[src/rtl/ubtb_update_ctrl.sv]
`default_nettype none
// ============================================================================
// Module   : ubtb_update_ctrl
// Brief    : Serializes redirect/commit uBTB training through a coalescing
//            FIFO and sequences the full-table invalidate walk on flush.
// Revision : 1.0
// ============================================================================
module ubtb_update_ctrl #(
    parameter int DEPTH     = 4,
    parameter int DATA_W    = 128,
    parameter int TAG_W     = 8,
    parameter int UBTB_SIZE = 16
) (
    input  logic                         clk,
    input  logic                         rst,
    input  logic                         rd_valid_i,
    output logic                         rd_ready_o,
    input  logic [TAG_W-1:0]             rd_tag_i,
    input  logic [DATA_W-1:0]            rd_data_i,
    input  logic                         cm_valid_i,
    output logic                         cm_ready_o,
    input  logic [TAG_W-1:0]             cm_tag_i,
    input  logic [DATA_W-1:0]            cm_data_i,
    output logic                         upd_valid_o,
    input  logic                         upd_ready_i,
    output logic [TAG_W-1:0]             upd_tag_o,
    output logic [DATA_W-1:0]            upd_data_o,
    input  logic                         flush_req_i,
    output logic                         inv_valid_o,
    output logic [$clog2(UBTB_SIZE)-1:0] inv_idx_o,
    output logic                         flush_busy_o,
    output logic                         flush_done_o,
    output logic [$clog2(DEPTH):0]       count_o
);

    localparam int IW = $clog2(DEPTH);
    localparam int PW = IW + 1;
    localparam int WW = $clog2(UBTB_SIZE);
    localparam logic [WW-1:0] C_LAST_IDX = WW'(UBTB_SIZE - 1);

    typedef enum logic [0:0] {
        S_IDLE  = 1'b0,
        S_FLUSH = 1'b1
    } state_e;

    state_e            state_q;
    logic [PW-1:0]     wptr_q;
    logic [PW-1:0]     rptr_q;
    logic [WW-1:0]     walk_q;
    logic              done_q;
    logic [TAG_W-1:0]  tag_q  [DEPTH];
    logic [DATA_W-1:0] data_q [DEPTH];

    logic              w_idle;
    logic              w_empty;
    logic              w_full;
    logic              w_deq;
    logic              w_enq;
    logic              w_sel_rd;
    logic              w_coalesce;
    logic              w_push;
    logic [PW-1:0]     w_count;
    logic [PW-1:0]     w_young_ptr;
    logic [IW-1:0]     w_young_idx;
    logic [IW-1:0]     w_head_idx;
    logic [IW-1:0]     w_wr_idx;
    logic [TAG_W-1:0]  w_in_tag;
    logic [DATA_W-1:0] w_in_data;

    assign w_idle      = (state_q == S_IDLE);
    assign w_count     = wptr_q - rptr_q;
    assign w_empty     = (wptr_q == rptr_q);
    assign w_full      = (wptr_q[IW-1:0] == rptr_q[IW-1:0]) && (wptr_q[IW] != rptr_q[IW]);
    assign w_head_idx  = rptr_q[IW-1:0];
    assign w_young_ptr = wptr_q - PW'(1);
    assign w_young_idx = w_young_ptr[IW-1:0];

    // Redirect wins; commit only gets the slot when redirect is idle.
    assign rd_ready_o  = ~w_full & w_idle & ~flush_req_i;
    assign cm_ready_o  = rd_ready_o & ~rd_valid_i;

    assign upd_valid_o = w_idle & ~w_empty;
    assign upd_tag_o   = tag_q[w_head_idx];
    assign upd_data_o  = data_q[w_head_idx];

    assign w_deq       = upd_valid_o & upd_ready_i;
    assign w_sel_rd    = rd_valid_i & rd_ready_o;
    assign w_enq       = w_sel_rd | (cm_valid_i & cm_ready_o);
    assign w_in_tag    = w_sel_rd ? rd_tag_i  : cm_tag_i;
    assign w_in_data   = w_sel_rd ? rd_data_i : cm_data_i;

    // A lone entry leaving this cycle cannot absorb the newcomer.
    assign w_coalesce  = w_enq & ~w_empty & (tag_q[w_young_idx] == w_in_tag)
                         & ~(w_deq & (w_count == PW'(1)));
    assign w_push      = w_enq & ~w_coalesce;
    assign w_wr_idx    = w_coalesce ? w_young_idx : wptr_q[IW-1:0];

    assign count_o      = w_count;
    assign inv_valid_o  = (state_q == S_FLUSH);
    assign flush_busy_o = (state_q == S_FLUSH);
    assign inv_idx_o    = walk_q;
    assign flush_done_o = done_q;

    always_ff @(posedge clk) begin
        if (w_push | w_coalesce) begin
            tag_q[w_wr_idx]  <= w_in_tag;
            data_q[w_wr_idx] <= w_in_data;
        end
    end

    always_ff @(posedge clk) begin
        if (rst) begin
            state_q <= S_IDLE;
            wptr_q  <= '0;
            rptr_q  <= '0;
            walk_q  <= '0;
            done_q  <= 1'b0;
        end else begin
            done_q <= 1'b0;
            case (state_q)
                S_IDLE: begin
                    if (flush_req_i) begin
                        state_q <= S_FLUSH;
                        walk_q  <= '0;
                        wptr_q  <= '0;
                        rptr_q  <= '0;
                    end else begin
                        if (w_push) wptr_q <= wptr_q + PW'(1);
                        if (w_deq)  rptr_q <= rptr_q + PW'(1);
                    end
                end
                S_FLUSH: begin
                    if (flush_req_i) begin
                        walk_q <= '0;
                    end else if (walk_q == C_LAST_IDX) begin
                        state_q <= S_IDLE;
                        walk_q  <= '0;
                        done_q  <= 1'b1;
                    end else begin
                        walk_q <= walk_q + WW'(1);
                    end
                end
                default: state_q <= S_IDLE;
            endcase
        end
    end

endmodule
`default_nettype wire

[config.mk]
export PLATFORM = sky130hd
export DESIGN_NAME = ubtb_update_ctrl
export DESIGN_NICKNAME = d
export VERILOG_FILES = /design/src/rtl/ubtb_update_ctrl.sv
export SDC_FILE = /design/constraint.sdc
export NUM_CORES = 1
export LEC_CHECK = 0
export BUFFER_PORTS_ARGS = -buffer_cell sky130_fd_sc_hd__buf_2
export CAP_MARGIN = 0
export CORE_ASPECT_RATIO = 1.5
export CORE_MARGIN = 2
export CORE_UTILIZATION = 23
export CTS_CLUSTER_DIAMETER = 200
export DETAILED_ROUTE_END_ITERATION = 12
export PLACE_DENSITY = 0.44
export REMOVE_ABC_BUFFERS = 1
export SETUP_SLACK_MARGIN = 0.2
export SYNTH_ARGS = -nofsm -noshare
export SYNTH_HDL_FRONTEND = slang
export SYNTH_SLANG_ARGS = --single-unit
[constraint.sdc]
create_clock -name clk -period 17.5 [get_ports clk]
set_input_delay 3.5 -clock clk [delete_from_list [all_inputs] [get_ports clk]]
set_output_delay 3.5 -clock clk [all_outputs]
set_load 0.005 [all_outputs]
==> results.md, run 1 <==
- Clock-pin slew on the worst setup and hold paths: ~0.060 ns
- Highest clock rate: 0.1262 GHz
- # H-tree levels: 2
- Clock Path Buffers: 3
- Placed insts: between 2,000 and 3,000
- Core region area: 0.09583 mm²
- Post-Syn Instances: between 900 and 1,000
- CTS tree: built
- RR Endpoint: data_q[2][28]
- Routed vias: 11,410
- Mean area per synthesized cell: 22.52 µm²
- Hold Buf Count CTS: 0
- Worst R2R Start: wptr_q[0]
- Met2 Resource Use GR: 0.1942
- Fill cells: around 9,500
- Fin crit period: approximately 8 ns
- Startpoint types: primary input
- Crit. End Element: flop
- Crit path kind: primary input to flop
- Initial Util: 0.2326
- Unrepaired setup endpoints after global routing: false
- Width of the die: 258.2 µm
- Seq cells post-synth: 558
- Pwr dens: 105.1 mW/mm²
- Post-Layout Cell Count: 2,751
- Worst-margin pin slew: 1.286 ns
- Clock Skews: around 0.017 ns
- CP Data Required Time: 17.72 ns
- Yosys warnings: 0
- FP Rows: 139
- Placed Instance Area: 0.02598 mm²
- Iteration-0 DRC Markers: 545
- ANT nets after route: 0
- Worst R2R Setup Slack: 10.56 ns
- Most frequent cells in the layout: 544 x edfxtp_1, 426 x buf_2, 144 x mux4_2
- Final non-filler cell area: between 0.02 and 0.03 mm²
- Routed len/inst: 20.48 µm
- Fraction of registers with async set/reset: 0
- Worst EP arrival: 8.14 ns
- Final Max Tran Viols: 0
- Number of vias per cell: 4.148
- Met3 usage: 0.02058
- Largest net degree at the start of global routing: about 140
- # Max-Cap Violations: 0
- Worst-Skew Late Latency: about 0.60 ns
- Register area share after synthesis: 0.7454
- CTS root buffer: clkbuf_16
- Grt peak-use layer: met2
- Period utilization: 0.4529
- Share of cells above drive strength 1: 0.4641
- Die Y: 385.3 µm
- Final wirelength: 56,350 µm
- Post-CTS Setup Bufs: 0
- TritonCTS Buffers: 57
- Final Wtd Congestion: 0.7208
- Max VDD drop: about 0.00007 V
- Number of port buffers: 426
- Post-DP HPWL: between 30,000 and 40,000 µm
- Total track usage: 0.1113
- Drt pass-1 iters: 4
- Setup-failing EPs final: 0
- Setup TNS Final: 0 ns
- Status: finished clean
- PostCTS Resize Cnt: 0
- Nets: 1,723
- GRT overflow: 0
- Hold WC Path Type: flop to flop
- Die area: 0.09948 mm²
- Top FF cell, synth: edfxtp_1
- Area Overhead vs Synth: 24.85%
- First-pass GRT wire length: 81,630 µm
- Clock sink total: ~560
- Initial antenna violation count: 4
- Min-Delay Endpoint: flush_done_o
- Hold Crit Depth: 2
- Final Hold Fails: 0
- Met1 Resource Use GR: 0.1345
- Remaining DRCs: 0
- EDFF count, synth: 544
- Leakage: 9.325 nW
- Worst Path Max Fanout: between 60 and 70
- Most common cell after layout, fill and taps aside: edfxtp_1
- Vias in the first global route: 12,380
- Cell depth of the worst flop-to-flop path: 12
- Min-delay src: inv_idx_o[3]
- Cell Area, Synth: 0.02229 mm²
- Ports: 427
- Library cells used by synthesis: 39
- Slew HR: 0.1370
-- stage by stage --
stage / setup slack, ns / utilization / power [mW] / hold slack (ns)
floorplan: 2.731 / - / 1.649 / 0.4745
finish: 9.574 / 0.2904 / 2.924 / 0.5110
CTS: 9.415 / 0.2903 / 2.981 / 0.5096
global route: 9.103 / 0.2904 / 3.037 / 0.5296
detailed placement: 8.747 / 0.2711 / 1.747 / 0.4992
global placement: 8.760 / 0.2711 / 1.742 / 0.4824
-- Yosys cell counts (2+ instances only) --
cell,count,share of area
edfxtp_1,544,0.73
mux4_2,144,0.15
mux2_1,128,0.065
clkbuf_1,22,0.0037
buf_1,21,0.0035
nor2_1,16,0.0027
dfxtp_1,14,0.013
inv_1,11,0.0019
nand2_1,9,0.0015
xor2_1,8,0.0031
buf_2,7,0.0016
nand3_1,7,0.0016
a21oi_1,6,0.0013
mux2i_1,6,0.0027
ha_1,5,0.0028
mux2_4,5,0.0034
nor3_1,5,0.0011
a31oi_1,4,0.0011
xnor2_2,4,0.0029
nand4b_1,2,0.00079
o211ai_1,2,0.00067
o21ai_0,2,0.00045
o21ai_1,2,0.00045
-- layer usage --
metal,share of wire,vias up
met1,0.41,5956
li1,-,5051
met3,0.048,87
met5,0,-
met4,0.038,0
met2,0.50,317
-- flip-flops by register name, summed over array words and instances (netlist names), named ones only --
name,count
data_q,512
flush_busy_o,1
flush_done_o,1
inv_idx_o,4
rptr_q,3
tag_q,32
wptr_q,3
-- how the worst max path moves through the flow --
stage,end,startpoint
floorplan,data_q[1][0],flush_req_i
global placement,data_q[2][28],flush_req_i
detailed placement,data_q[2][9],flush_req_i
CTS,data_q[2][28],flush_req_i
global route,data_q[2][1],flush_req_i
finish,data_q[2][28],flush_req_i
-- final cells by class --
cell class,count,area (µm²),area share
antenna,4,10.01,0.0003596
clock buffer,65,1456,0.05233
clock inverter,33,381.6,0.01371
inverter,11,41.29,0.001484
multi-input combinational,369,5466,0.1964
sequential,558,16620,0.5973
tap,1269,1588,0.05705
timing repair buffer,442,2265,0.08137
-- power by group --
group / switching [mW] / total [mW] / internal (mW)
logic: 0.106 / 0.192 / 0.0866
clock network: 0.502 / 1.21 / 0.712
registers: 0.00855 / 1.52 / 1.51
total: 0.617 / 2.92 / 2.31
-- worst max-delay path, cell delays in order --
cell	delay, ns
buf_2	0.14
nor2_1	0.10
o211ai_4	0.32
buf_4	0.81
mux2_4	0.39
xnor2_2	0.18
nand3_2	0.17
nor4_4	0.49
mux2i_1	0.20
nor2_4	0.76
buf_4	0.84
-- cell families (layout without fill, tap and decap cells) --
logic type / count (synthesis) / count (layout) / synth area share
AOI/OAI and AO/OA: 19 / 19 / 0.005332
DFF: 558 / 558 / 0.7454
other: 0 / 4 / 0
xor gates and xnor gates: 12 / 12 / 0.006062
muxes: 284 / 284 / 0.2167
adders and majority gates: 6 / 6 / 0.003704
buffers and inverters: 63 / 551 / 0.01151
and+or+nand+nor: 48 / 48 / 0.01134
(Power assumes the default switching activity.)
==> run 2, diff against run 1 <==
--- a/config.mk
+++ b/config.mk
@@ -5,6 +5,7 @@
 export SDC_FILE = /design/constraint.sdc
 export NUM_CORES = 1
 export LEC_CHECK = 0
+export ABC_AREA = 1
 export BUFFER_PORTS_ARGS = -buffer_cell sky130_fd_sc_hd__buf_2
 export CAP_MARGIN = 0
 export CORE_ASPECT_RATIO = 1.5
==> constraint.sdc (replaced) <==
create_clock -name clk -period 7.3 [get_ports clk]
set_input_delay 1.46 -clock clk [delete_from_list [all_inputs] [get_ports clk]]
set_output_delay 1.46 -clock clk [all_outputs]
set_load 0.005 [all_outputs]
==> run 2 against run 1 <==
Effect of this change: non-clock buffer count up 2; synthesized cell count is 100% higher; sequential power up 140%; critical endpoint is now upd_data_o[122]; first-iteration DRC count increased by 85%; register-to-register slack got worse by 8.1 ns; global-route usage increased by 2.5 points; clock power rose by 140%; routed wire length grew 28%.
==> results.md, run 2 <==
- Area contributors post-synth: edfxtp_1 71%, nand2_1 7.4%, o21ai_0 6.0%, nor2_1 4.7%, o22ai_1 3.5%
- Cell Area, Synth: 0.02298 mm²
- Library cells used by synthesis: 37
- Final Wtd Congestion: 0.7971
- Number of vias per cell: between 4 and 5
- FP Rows: 142
- Pwr Total: roughly 7.1 mW
- Final wirelength: 72,320 µm
- Placed insts: 3,598
- Biggest register: data_q
- Post-synth top cells: 544 x edfxtp_1, 455 x nand2_1, 286 x nor2_1
- Remaining DRCs: 0
- Clock-pin slew on the worst setup and hold paths: 0.06 ns
- Switching Share: 0.2297
- Min-delay src: inv_idx_o[0]
- Core region area: 0.09950 mm²
- Width of the die: 262.1 µm
- Largest net degree at the start of global routing: between 150 and 200
- Setup-failing EPs final: 0
- Most frequent cells in the layout: 544 x edfxtp_1, 455 x nand2_1, 426 x buf_2
- Combinational share of power: 0.077
- Most common cell after layout, fill and taps aside: edfxtp_1
- Crit path kind: flop to output pin
- Drt pass-1 iters: 7
- CP bufs+invs: 3
- # Max-Cap Violations: 0
- Die area: 0.1025 mm²
- Status: finished clean
- Post-Syn Instances: 1,983
- Clock power share: 0.409
- Post-Synth XOR/XNOR Area: 0.0007622
- Pwr dens: 249.9 mW/mm²
- ANT nets after route: 0
- Register area share after synthesis: 0.7230
- CTS tree: built
- Post-CTS Setup Bufs: 0
- Ports: 427
- Highest clock rate: approximately 0.20 GHz
- Hold Buf Count CTS: 0
- Min-Delay Endpoint: inv_idx_o[0]
- Routed len/inst: 19.50 µm
- First-pass GRT wire length: 103,900 µm
- Nets: 2,647
- Worst path max stage delay: 0.90 ns
- Worst-Skew Late Latency: 0.62 ns
- Area Overhead vs Synth: 23.55%
- Most used cell along the critical path: buf_4
- Largest family of logic cells by synthesized area: simple AND/OR/NAND/NOR gates
- Max reg flops: 512
- Post-Synth Simple-Gate Area: 0.1402
- Cell internal pwr: roughly 5.5 mW
- Share of cells above drive strength 1: 0.2334
- Leakage: 10.71 nW
- Mean area per synthesized cell: about 12 µm²
- Max VDD drop: 0.0001725 V
- Total track usage: 0.1358
- Hold WC Path Type: flop to flop
- Die Y: 391.1 µm
- Iteration-0 DRC Markers: 1,008
- Worst Path Max Fanout: 96
- NetSw: about 1.6 mW
- Top-count cell post-synth: edfxtp_1
- Crit. End Element: output pin
- Fin crit period: slightly below 5 ns
- Clock sink total: roughly 560
- Slowest CP cell: buf_4
- Startpoint types: flop
- Period utilization: 0.6804
- Synth area leader: edfxtp_1
- Post-Synth Adder-Cell Area: 0.003593
- RR Endpoint: data_q[1][44]
- Final hold slack: 0.5375 ns
- Seq cells post-synth: between 500 and 600
- PostCTS Resize Cnt: 0
- Critical-path cell list: buf_4 > buf_4 > o21ai_0 > o22ai_1 > buf_2
- CTS root buffer: clkbuf_16
- Number of port buffers: 426
- CP top delay family: buffers and inverters
- Clock Skews: 0.01453 ns
- Synth Area in Compound Gates: 0.1049
- Worst-margin pin slew: 1.192 ns
- Unrepaired setup endpoints after global routing: false
- Yosys warnings: 0
- Routed vias: 16,490
- CP Data Required Time: about 6 ns
- Slew HR: 0.2054
- Worst R2R Start: wptr_q[0]
- Vias in the first global route: around 17,000
- Top FF cell, synth: edfxtp_1
- Initial Util: 0.2310
- Post-DP HPWL: 42,860 µm
- Post-synthesis mux area share: 0
- # H-tree levels: 2
- Final Hold Fails: 0
- GRT overflow: 0
- Initial antenna violation count: 2
- Synth top area share: 0.7108
- Cell depth of the worst flop-to-flop path: 18
- Clock Path Buffers: 3
- Post-Layout Cell Count: 3,709
- Fraction of registers with async set/reset: 0
- Hold Crit Depth: 1
- TritonCTS Buffers: 59
- Final Max Tran Viols: 0
- Sequential Power Share: 0.514
- Util after Layout: 0.2854
- Worst EP arrival: 3.51 ns
- Worst R2R Setup Slack: around 2.5 ns
- EDFF count, synth: 544
-- run 2: changes by cell type after synthesis, sizes merged, moves of 6 or more --
cell    before  now
o22ai        0  130
nand3        8   31
nor2        16  290
mux4       144    0
xor2         8    1
buf         30   14
clkbuf      22  111
mux2       134    0
inv         11   36
nand4        1    9
nand2        9  471
o21ai        4  281
mux2i        6    0
a21oi        6   32
-- run 2: worst max-delay path by stage --
stage | startpoint | to | slack, ns | depth (start not counted)
after global placement | flush_req_i | data_q[0][110] | 2.23 | 15
final | flop | upd_data_o[122] | 2.33 | 5
after floorplan | flush_req_i | data_q[0][0] | -4.85 | 13
after CTS | flop | upd_data_o[122] | 2.17 | 5
after global routing | flop | upd_data_o[54] | 2.05 | 5
after detailed placement | flush_req_i | data_q[0][110] | 2.15 | 15
-- run 2: cell families after synthesis --
logic type / count (synthesis)
AO/OA/AOI/OAI: 446
flip-flops: 558
XOR/XNOR: 2
adder cells (fa/ha/maj): 6
buffers and inverters: 162
AND/OR/NAND/NOR: 809
-- run 2: power by group through the flow --
stage	clock network (mW)	registers [mW]	logic, mW
floorplan	0	3.73	0.250
global placement	0	3.71	0.550
detailed placement	0	3.72	0.559
CTS	3.01	3.65	0.561
global route	3.11	3.65	0.610
finish	2.90	3.65	0.545
-- run 2: stage by stage --
stage / setup TNS, ns / setup WS, ns / area (µm²)
6_report: 0 / 2.333 / 28390
5_1_grt: 0 / 2.053 / 28390
3_3_place_gp: 0 / 2.227 / 26540
3_5_place_dp: 0 / 2.153 / 26540
4_1_cts: 0 / 2.174 / 28390
2_1_floorplan: -3238.81 / -4.850 / 22490
-- run 2: area by class of cell --
type / instances / area [µm²]
Fill cell: 10330 / 71100
Sequential cell: 558 / 16620
Multi-Input combinational cell: 1263 / 5763
Timing Repair Buffer: 444 / 2380
Tap cell: 1296 / 1622
Clock buffer: 70 / 1518
Clock inverter: 40 / 335.3
Inverter: 37 / 151.4
Antenna cell: 1 / 2.502
-- run 2: layer usage --
layer	global-route usage	share of wire
met2	0.2321	0.49
met5	0	0.00018
met1	0.1739	0.43
met3	0.02648	0.061
met4	0.03636	0.021
==> run 3, diff against run 2 <==
--- a/config.mk
+++ b/config.mk
@@ -13,7 +13,7 @@
 export CORE_UTILIZATION = 23
 export CTS_CLUSTER_DIAMETER = 200
 export DETAILED_ROUTE_END_ITERATION = 12
-export PLACE_DENSITY = 0.44
+export PLACE_DENSITY = 0.45
 export REMOVE_ABC_BUFFERS = 1
 export SETUP_SLACK_MARGIN = 0.2
 export SYNTH_ARGS = -nofsm -noshare
==> constraint.sdc (replaced) <==
create_clock -name clk -period 4.2 [get_ports clk]
set_input_delay 0.84 -clock clk [delete_from_list [all_inputs] [get_ports clk]]
set_output_delay 0.84 -clock clk [all_outputs]
set_load 0.005 [all_outputs]
==> run 3 against run 2 <==
Effect of this change: global-route usage is 0.68 points lower; register-to-register slack worse by 1.9 ns; via count decreased by 0.12%; sequential power rose by 73%; clock power is 80% higher; setup slack got worse by 1.7 ns; largest power group unchanged; highest routed layer is now met4; critical endpoint is now data_q[0][91]; critical path depth is 10 higher; combinational power up 75%; clock skew up 0.012 ns; cell count increased by 0.11%.
==> results.md, run 3 (synthesis results as in run 2) <==
- Clock sink total: 558
- First-pass GRT wire length: roughly 100,000 µm
- Highest clock rate: 0.2779 GHz
- # H-tree levels: 2
- Final wirelength: 68,920 µm
- Clock Path Buffers: 3
- Initial Util: 0.2310
- Worst R2R Setup Slack: 0.60 ns
- Crit. End Element: flop
- Hold Buf Count CTS: 0
- Initial antenna violation count: 0
- TritonCTS Buffers: 57
- Setup TNS Final: 0 ns
- Area Overhead vs Synth: 24.52%
- Multi-input logic area: 0.005766 mm²
- Worst EP arrival: 3.84 ns
- Final Wtd Congestion: 0.7816
- CP endpoint: data_q[0][91]
- Hold Crit Depth: 2
- Most frequent cells in the layout: 544 x edfxtp_1, 455 x nand2_1, 426 x buf_2
- Clock Skews: 0.02619 ns
- Routed len/inst: 18.56 µm
- Final Hold Fails: 0
- Fill cells: 10,290
- Biggest register: data_q
- Max VDD drop: approximately 0.00026 V
- CP Data Required Time: ~4.4 ns
- Sequential cell area: 0.01662 mm²
- Startpoint types: flop
- Worst-margin pin slew: ~1.1 ns
- Share of cells above drive strength 1: 0.2420
- Die area: 0.1025 mm²
- Setup-failing EPs final: 0
- Ports: roughly 430
- Vias in the first global route: 16,300
- Iteration-0 DRC Markers: around 900
- # Max-Cap Violations: 0
- Hold WC Path Type: primary input to flop
- Min-delay src: flush_req_i
- Leakage: 10.79 nW
- Worst Path Max Fanout: between 70 and 80
- RR Endpoint: data_q[0][91]
- Fin crit period: 3.599 ns
- Nets: 2,653
- Cell depth of the worst flop-to-flop path: 15
- Unrepaired setup endpoints after global routing: false
- Crit path kind: flop to flop
- Clock-pin slew on the worst setup and hold paths: 0.06 ns
- Number of vias per cell: 4.435
- Largest net degree at the start of global routing: around 140
- Total track usage: 0.1289
- Antenna cells: 0
- Post-Layout Cell Count: 3,713
- Slew HR: 0.2954
- FP Rows: 142
- Worst-Skew Late Latency: 0.62 ns
- Max reg flops: 512
- Final Max Tran Viols: 0
- Critical Path Source: wptr_q[0]
- Period utilization: 0.8568
- Post-DP HPWL: roughly 43,000 µm
- Placed insts: 3,606
- Number of port buffers: 426
- Remaining DRCs: 0
- Drt pass-1 iters: 5
- Routed vias: around 16,000
- CTS tree: built
- Worst R2R Start: wptr_q[0]
- Post-CTS Setup Bufs: 0
- Pwr dens: 436.8 mW/mm²
- Core region area: 0.09950 mm²
- ANT nets after route: 0
- Status: finished clean
- Die Y: just under 400 µm
- CTS root buffer: clkbuf_16
- Most common cell after layout, fill and taps aside: edfxtp_1
- PostCTS Resize Cnt: 0
- Width of the die: 262.1 µm
- GRT overflow: 0
[run 3: power breakdown]
group / switching [mW] / total (mW) / internal (mW)
combinational: 0.635 / 0.956 / 0.321
sequential: 0.0325 / 6.33 / 6.30
clock: 2.20 / 5.21 / 3.01
[run 3: per-layer routing]
metal	routed length (µm)	share of wire	global-route usage	vias up
li1	-	-	-	7829
met3	3425	0.050	0.01878	89
met1	28650	0.42	0.1566	8077
met2	34940	0.51	0.2311	474
met5	0	0	0	-
met4	1910	0.028	0.04294	0
[run 3: per-stage QoR]
| stage | power [mW] | area, µm² | util | hold WS (ns) | setup slack, ns |
|---|---|---|---|---|---|
| after floorplan | 6.917 | 22490 | - | 0.4735 | -7.452 |
| final | 12.50 | 28620 | 0.2876 | 0.5106 | 0.6015 |
| after global placement | 7.416 | 26670 | 0.2681 | 0.5004 | 0.3683 |
| after detailed placement | 7.434 | 26670 | 0.2681 | 0.5097 | 0.4214 |
| after CTS | 12.69 | 28610 | 0.2875 | 0.4374 | 0.3850 |
| after global routing | 12.98 | 28620 | 0.2876 | 0.4707 | 0.3197 |
[run 3: area by class of cell]
class                      instances  area share
sequential                       558      0.5809
multi-input combinational       1263      0.2015
timing repair buffer             452     0.08815
tap                             1296     0.05667
clock buffer                      63     0.05212
clock inverter                    44     0.01539
inverter                          37    0.005291
[run 3: critical path, cell delays in order, from the launching register on]
cell and delay (ns):
dfxtp_1 0.32, buf_4 0.20, ha_2 0.51, inv_1 0.25, a21oi_1 0.16, o21ai_0 0.09
nand2_1 0.11, inv_1 0.05, nand2_1 0.09, nand3_1 0.08, nor3_1 0.15, nand3_1 0.18
nand2_1 0.13, nand3_1 0.18, nor2_4 0.23, buf_16 0.41
[run 3: worst min path at each step]
stage	endpoint	slack, ns
2_1_floorplan	inv_idx_o[0]	0.47
3_3_place_gp	inv_idx_o[0]	0.50
3_5_place_dp	inv_idx_o[1]	0.51
6_report	flush_done_o	0.51
5_1_grt	flush_done_o	0.47
4_1_cts	flush_done_o	0.44
